--- config.mk ---
export PLATFORM = sky130hd
export DESIGN_NAME = uart_rx_os_flat
export DESIGN_NICKNAME = d
export VERILOG_FILES = /design/src/rtl/uart_rx_os_if.sv /design/src/rtl/uart_rx_os.sv /design/src/flat_wrapper.sv
export SDC_FILE = /design/constraint.sdc
export NUM_CORES = 1
export LEC_CHECK = 0
export ABC_AREA = 1
export CORE_ASPECT_RATIO = 1.75
export CORE_MARGIN = 5
export CORE_UTILIZATION = 29
export CTS_CLUSTER_DIAMETER = 120
export DETAILED_ROUTE_END_ITERATION = 8
export DONT_BUFFER_PORTS = 1
export SLEW_MARGIN = 20
export SYNTH_ARGS = -nofsm -noshare
export SYNTH_HDL_FRONTEND = slang
export SYNTH_SLANG_ARGS = --single-unit
export TNS_END_PERCENT = 10
--- constraint.sdc ---
create_clock -name clock -period 2.1 [get_ports clock]
set_clock_uncertainty 0.1 [all_clocks]
set_input_delay 0.105 -clock clock [delete_from_list [all_inputs] [get_ports clock]]
set_output_delay 0.105 -clock clock [all_outputs]
set_load 0.005 [all_outputs]
--- src/rtl/uart_rx_os_if.sv ---
// Received-word handshake between the UART receiver (master) and its consumer (slave).
interface uart_rx_os_if #(
  parameter int unsigned DATA_WIDTH = 8
) ();
  logic [DATA_WIDTH-1:0] m_data;
  logic                  m_valid;
  logic                  m_ready;
  logic                  m_parity_err;
  logic                  m_frame_err;

  modport master (
    output m_data, m_valid, m_parity_err, m_frame_err,
    input  m_ready
  );

  modport slave (
    input  m_data, m_valid, m_parity_err, m_frame_err,
    output m_ready
  );
endinterface

--- src/rtl/uart_rx_os.sv ---
// Oversampling UART receiver: 2-FF sync, 3-sample majority vote, parity/framing checks,
// false-start rejection and a valid/ready output with overrun detection.
module uart_rx_os #(
  parameter int unsigned CLOCK_FREQ = 50_000_000,
  parameter int unsigned BAUD_RATE  = 115_200,
  parameter int unsigned OVERSAMPLE = 16,
  parameter int unsigned DATA_WIDTH = 8,
  parameter int unsigned PARITY     = 0,
  parameter int unsigned STOP_BITS  = 1
) (
  input  logic         clock,
  input  logic         resetn,
  input  logic         rxd,
  uart_rx_os_if.master m,
  output logic         overrun_err,
  output logic         busy
);
  localparam int unsigned TickDivRaw = CLOCK_FREQ / (BAUD_RATE * OVERSAMPLE);
  localparam int unsigned TickDiv    = (TickDivRaw < 1) ? 1 : TickDivRaw;
  localparam int unsigned TickW      = $clog2(TickDiv) + 1;
  localparam int unsigned SampW      = $clog2(OVERSAMPLE);
  localparam int unsigned BitW       = $clog2(DATA_WIDTH) + 1;
  localparam int unsigned Mid        = OVERSAMPLE / 2;

  typedef enum logic [2:0] {StIdle, StStart, StData, StParity, StStop, StBreak} state_e;

  state_e                state_q;
  logic                  sync0_q, rxs_q, rxs_prev_q;
  logic [TickW-1:0]      tick_cnt_q;
  logic [SampW-1:0]      samp_cnt_q;
  logic [BitW-1:0]       bit_idx_q;
  logic                  stop_idx_q;
  logic                  vote_a_q, vote_b_q;
  logic [DATA_WIDTH-1:0] shift_q;
  logic                  perr_q, ferr_q;
  logic [DATA_WIDTH-1:0] data_q;
  logic                  valid_q, data_perr_q, data_ferr_q;
  logic                  overrun_q, busy_q;

  logic tick, start_det, sample_a, sample_b, decide, bit_end, vote;

  assign tick      = (tick_cnt_q == TickW'(TickDiv - 1));
  assign start_det = (state_q == StIdle) && rxs_prev_q && !rxs_q;
  assign sample_a  = tick && (samp_cnt_q == SampW'(Mid - 1));
  assign sample_b  = tick && (samp_cnt_q == SampW'(Mid));
  assign decide    = tick && (samp_cnt_q == SampW'(Mid + 1));
  assign bit_end   = tick && (samp_cnt_q == SampW'(OVERSAMPLE - 1));
  assign vote      = (vote_a_q & vote_b_q) | (vote_a_q & rxs_q) | (vote_b_q & rxs_q);

  assign m.m_data       = data_q;
  assign m.m_valid      = valid_q;
  assign m.m_parity_err = data_perr_q;
  assign m.m_frame_err  = data_ferr_q;
  assign overrun_err    = overrun_q;
  assign busy           = busy_q;

  always_ff @(posedge clock or negedge resetn) begin
    if (!resetn) begin
      sync0_q    <= 1'b1;
      rxs_q      <= 1'b1;
      rxs_prev_q <= 1'b1;
    end else begin
      sync0_q    <= rxd;
      rxs_q      <= sync0_q;
      rxs_prev_q <= rxs_q;
    end
  end

  // Restarting on start detection aligns the tick phase to the falling edge.
  always_ff @(posedge clock or negedge resetn) begin
    if (!resetn) begin
      tick_cnt_q <= '0;
    end else if (start_det || tick) begin
      tick_cnt_q <= '0;
    end else begin
      tick_cnt_q <= tick_cnt_q + 1'b1;
    end
  end

  always_ff @(posedge clock or negedge resetn) begin
    if (!resetn) begin
      state_q     <= StIdle;
      samp_cnt_q  <= '0;
      bit_idx_q   <= '0;
      stop_idx_q  <= 1'b0;
      vote_a_q    <= 1'b1;
      vote_b_q    <= 1'b1;
      shift_q     <= '0;
      perr_q      <= 1'b0;
      ferr_q      <= 1'b0;
      data_q      <= '0;
      valid_q     <= 1'b0;
      data_perr_q <= 1'b0;
      data_ferr_q <= 1'b0;
      overrun_q   <= 1'b0;
      busy_q      <= 1'b0;
    end else begin
      overrun_q <= 1'b0;
      if (valid_q && m.m_ready) valid_q <= 1'b0;
      if (tick) samp_cnt_q <= bit_end ? '0 : samp_cnt_q + 1'b1;
      if (sample_a) vote_a_q <= rxs_q;
      if (sample_b) vote_b_q <= rxs_q;

      unique case (state_q)
        StIdle: begin
          if (start_det) begin
            state_q    <= StStart;
            samp_cnt_q <= '0;
            perr_q     <= 1'b0;
            ferr_q     <= 1'b0;
            busy_q     <= 1'b1;
          end
        end
        StStart: begin
          if (decide && vote) begin
            state_q <= StIdle;
            busy_q  <= 1'b0;
          end else if (bit_end) begin
            state_q   <= StData;
            bit_idx_q <= '0;
          end
        end
        StData: begin
          if (decide) begin
            for (int i = 0; i < DATA_WIDTH; i++) begin
              if (bit_idx_q == BitW'(i)) shift_q[i] <= vote;
            end
          end
          if (bit_end) begin
            if (bit_idx_q == BitW'(DATA_WIDTH - 1)) begin
              state_q    <= (PARITY != 0) ? StParity : StStop;
              stop_idx_q <= 1'b0;
            end else begin
              bit_idx_q <= bit_idx_q + 1'b1;
            end
          end
        end
        StParity: begin
          // Odd mode expects the XOR over data and parity to be 1, even mode 0.
          if (decide) perr_q <= (^shift_q) ^ vote ^ (PARITY == 1);
          if (bit_end) begin
            state_q    <= StStop;
            stop_idx_q <= 1'b0;
          end
        end
        StStop: begin
          if (decide) begin
            if (stop_idx_q == 1'(STOP_BITS - 1)) begin
              if (!valid_q || m.m_ready) begin
                data_q      <= shift_q;
                data_perr_q <= perr_q;
                data_ferr_q <= ferr_q | ~vote;
                valid_q     <= 1'b1;
              end else begin
                overrun_q <= 1'b1;
              end
              state_q <= rxs_q ? StIdle : StBreak;
              busy_q  <= !rxs_q;
            end else begin
              ferr_q <= ferr_q | ~vote;
            end
          end
          if (bit_end) stop_idx_q <= 1'b1;
        end
        StBreak: begin
          if (rxs_q) begin
            state_q <= StIdle;
            busy_q  <= 1'b0;
          end
        end
        default: begin
          state_q <= StIdle;
          busy_q  <= 1'b0;
        end
      endcase
    end
  end
endmodule
--- src/flat_wrapper.sv ---
// flat-port wrapper written by rule: the top's interface ports become plain ports
module uart_rx_os_flat 
#(
  parameter int unsigned CLOCK_FREQ = 50_000_000,
  parameter int unsigned BAUD_RATE  = 115_200,
  parameter int unsigned OVERSAMPLE = 16,
  parameter int unsigned DATA_WIDTH = 8,
  parameter int unsigned PARITY     = 0,
  parameter int unsigned STOP_BITS  = 1
)
  (clock, resetn, rxd, overrun_err, busy, m_m_data, m_m_valid, m_m_parity_err, m_m_frame_err, m_m_ready);
  uart_rx_os_if #(.DATA_WIDTH(DATA_WIDTH)) m_i ();
  input  logic clock;
  input  logic resetn;
  input  logic rxd;
  output logic overrun_err;
  output logic busy;
  output wire logic [$bits(m_i.m_data)-1:0] m_m_data;
  output wire logic [$bits(m_i.m_valid)-1:0] m_m_valid;
  output wire logic [$bits(m_i.m_parity_err)-1:0] m_m_parity_err;
  output wire logic [$bits(m_i.m_frame_err)-1:0] m_m_frame_err;
  input wire logic [$bits(m_i.m_ready)-1:0] m_m_ready;
  assign m_m_data = m_i.m_data;
  assign m_m_valid = m_i.m_valid;
  assign m_m_parity_err = m_i.m_parity_err;
  assign m_m_frame_err = m_i.m_frame_err;
  assign m_i.m_ready = m_m_ready;
  uart_rx_os #(.CLOCK_FREQ(CLOCK_FREQ), .BAUD_RATE(BAUD_RATE), .OVERSAMPLE(OVERSAMPLE), .DATA_WIDTH(DATA_WIDTH), .PARITY(PARITY), .STOP_BITS(STOP_BITS)) u_core (.clock(clock), .resetn(resetn), .rxd(rxd), .m(m_i), .overrun_err(overrun_err), .busy(busy));
endmodule
==> results by group <==
Route
  • Initial DRC Count: 96
  • DR WL/cell: 11.06 um
  • Vias per inst: 4.449
  • First-pass detailed-route iteration total: 4
  • Via count: 1,980
  • Residual DRC count: 0
  • Final wirelength: 4921 um
  • DRT antenna net count: 0

Synthesis
  • Synth area leaders: dfrtp_1, nand2_1, inv_1
  • Synth top area share: 41.56%
  • Top cells by count, synth: nand2_1, inv_1, dfrtp_1, o21ai_0, nor2_1
  • Fraction of registers with async set/reset: 100.0%
  • Largest area contributor in the netlist: dfrtp_1
  • Sequential element share of the synthesized area: 46.88%
  • Adder-Cell Fraction of Synth Area: 4.562%
  • Post-synthesis mux area share: 0%
  • Most used DFF post-synth: dfrtp_1
  • Top-count cell post-synth: nand2_1
  • Xor/xnor share of the synthesized area: 1.419%
  • Net Count, Synth: 329
  • Post-Synth Simple-Gate Area: 29.90%
  • Largest family of logic cells by synthesized area: simple AND/OR/NAND/NOR gates
  • Unique cell type count in the Yosys netlist: 28
  • Post-Syn Area: 2469 um^2
  • Post-Syn Instances: 316
  • Syn. warnings: 0
  • Compound-Gate Fraction of Synth Area: 9.326%
  • EDFF count, synth: 0
  • Average cell area after synthesis: 7.812 um^2
  • Seq cells post-synth: 46

Critical path
  • Slowest CP cell: dfrtp_1
  • CP Cell Sequence: inv_1 -> ha_1 -> nand3_2 -> nor2_4 -> nand2_2 -> inv_2 -> nand2_2 -> nor2_4 -> inv_2 -> nand2_1 -> o21ai_2
  • R2r worst-path depth: 11
  • Worst r2r src: u_core.tick_cnt_q[0]
  • Worst r2r dst: u_core.m.m_data[2]
  • Slowest stage delay, CP: 0.40 ns
  • Worst R2R Setup Slack: 0.27 ns
  • CP Capture Type: flop
  • Setup crit start kind: flop
  • Crit-path max FO: 17
  • Critical Path AT: 1.90 ns
  • Required time of the critical path: 2.17 ns
  • Critical path class: flop to flop

GRT
  • GRT Total Usage: 10.14%
  • Met3 GRT Util: 2.257%
  • Largest net degree at the start of global routing: 47
  • Initial antenna violation count: 0
  • First-pass GRT wire length: 8728 um
  • GRT met2 Usage: 19.07%
  • Remaining Overflow, GRT: 0
  • Vias in the first global route: 1,976
  • Met1 GRT Util: 10.83%
  • Most Crowded Layer GR: met2

Timing
  • Tcrit/Tclk final: 87.16%
  • Setup ws final: 0.2696 ns
  • Slew Viols, Final: 0
  • RSZ-0062 raised after global routing: no
  • Slew margin rel.: 74.52%
  • Period minus WS final: 1.830 ns
  • Final-report hold violation count: 0
  • Max Clk Rate: 546.3 MHz
  • Setup TNS Final: 0 ns
  • Slew @ Worst Pin: 0.3787 ns
  • Final count of negative-setup-slack endpoints: 0
  • Final hold slack: 0.2545 ns

Final layout
  • Non-filler cells, final: 445
  • Final Util: 34.27%
  • Layout net count: 342
  • N_diodes: 0
  • Layout area overhead: 15.41%
  • Final Cell Area: 2849 um^2
  • Share of cells above drive strength 1: 12.42%

Run status
  • Status: completed

Clock tree
  • Root Driver: clkbuf_16
  • Post-CTS Setup Repair Bufs: 0
  • CTS HTree Levels: 2
  • CTS sink cnt: 46
  • CTS tree: built
  • TritonCTS Buffers: 5
  • Worst-Skew Late Latency: 0.28 ns
  • Clock Path Buffers: 2
  • Clock Pin Slew Worst Setup and Hold Paths: 0.06 ns

Pwr
  • LEAKAGE: 1.380 nW
  • Power Total: 2.657 mW
  • Worst VDD drop: 432.6 uV
  • PD cells: 932.7 nW/um^2

Floorplanning
  • IO Pins: 17
  • CORE AREA: 8313 um^2
  • Die Y: 132.1 um
  • Die width: 79.75 um
  • Die footprint: 10,530 um^2
  • # rows: 44
  • Initial Utilization: 29.70%

Place
  • Dpl ws: 0.2584 ns
  • Dpl hpwl: 3724 um
  • Routability cong.: 0.8706
  • Placed insts: 433
  • # port buffers: 0
  • Placed standard-cell area: 2624 um^2

Job
  • Number of max-cap violations: 0

Hold path
  • HP Start: u_core.sync0_q
  • Hold Path End: u_core.rxs_q
  • Hold depth: 0
  • Worst Hold Class: flop to flop
how the worst max path moves through the flow:
| stage | start | endpoint | slack [ns] |
|---|---|---|---|
| floorplan | u_core.samp_cnt_q[1] | u_core.m.m_data[6] | 0.42 |
| global placement | u_core.tick_cnt_q[0] | u_core.m.m_data[2] | 0.29 |
| detailed placement | u_core.tick_cnt_q[0] | u_core.m.m_data[2] | 0.26 |
| CTS | u_core.tick_cnt_q[0] | u_core.m.m_data[2] | 0.24 |
| global route | u_core.state_q[2] | u_core.shift_q[7] | 0.07 |
| finish | u_core.tick_cnt_q[0] | u_core.m.m_data[2] | 0.27 |
worst max-delay path, delay by kind of cell, from the launching register on:
family,cells,cell delay (ns)
and+or+nand+nor,6,0.67
DFF,1,0.40
buffers and inverters,3,0.32
adders and majority gates,1,0.15
AOI/OAI and AO/OA,1,0.05
logic make-up (layout without fill, tap and decap cells):
family,count (synthesis),in the layout
flops,46,46
compound gates,40,40
buf+inv,49,63
fa+ha+maj,9,9
simple gates,168,168
xor+xnor,4,4
final cells by class:
| type | count | area, um^2 |
|---|---|---|
| fillers | 871 | 5464 |
| flip-flops and latches | 46 | 1157 |
| multi-input cells | 221 | 1119 |
| inverters | 47 | 176.4 |
| well taps | 115 | 143.9 |
| clock buffers | 5 | 125.1 |
| repair buffers | 8 | 87.58 |
| clock inverters | 3 | 40.04 |
cells in the final DEF (no fill, tap or decap), types with 3 or more instances in the layout:
cell type      instances
nand4_1                3
o21ai_0               25
dlygate4sd3_1          3
dfrtp_1               41
o21ai_2                7
dfstp_2                5
nor3_1                 6
nor2_4                 3
ha_1                   9
nor2_1                23
nor4_1                 5
a21oi_1                6
inv_1                 42
clkbuf_16              5
nor2_2                 4
and3_1                 3
inv_2                  5
nand3_1               18
buf_4                  4
nand2_1               97
layer usage:
layer	wire, um	vias to the layer above
li1	-	1021
met1	1932	923
met2	2739	27
met3	171	9
met4	78	0
met5	0	-
repair_timing:
item | in CTS | in global routing
hold buffers | 4 | 0
endpoints found under the hold margin | 49 | 0
endpoints found under the setup margin | 0 | 1
gates resized for setup | 0 | 1
power by group:
| part | internal, mW | switching [mW] | leakage [nW] |
|---|---|---|---|
| Combinational | 0.227 | 0.440 | 0.701 |
| Sequential | 1.00 | 0.116 | 0.595 |
| Clock | 0.557 | 0.316 | 0.0836 |
| Total | 1.78 | 0.873 | 1.38 |
sequential cells by signal, summed over array words and instances (netlist names), 3 cells and up:
signal / count
u_core.shift_q: 8
u_core.state_q: 3
u_core.tick_cnt_q: 6
u_core.bit_idx_q: 4
u_core.samp_cnt_q: 4
u_core.m.m_data: 8
Power figures use the tool's default switching activity.
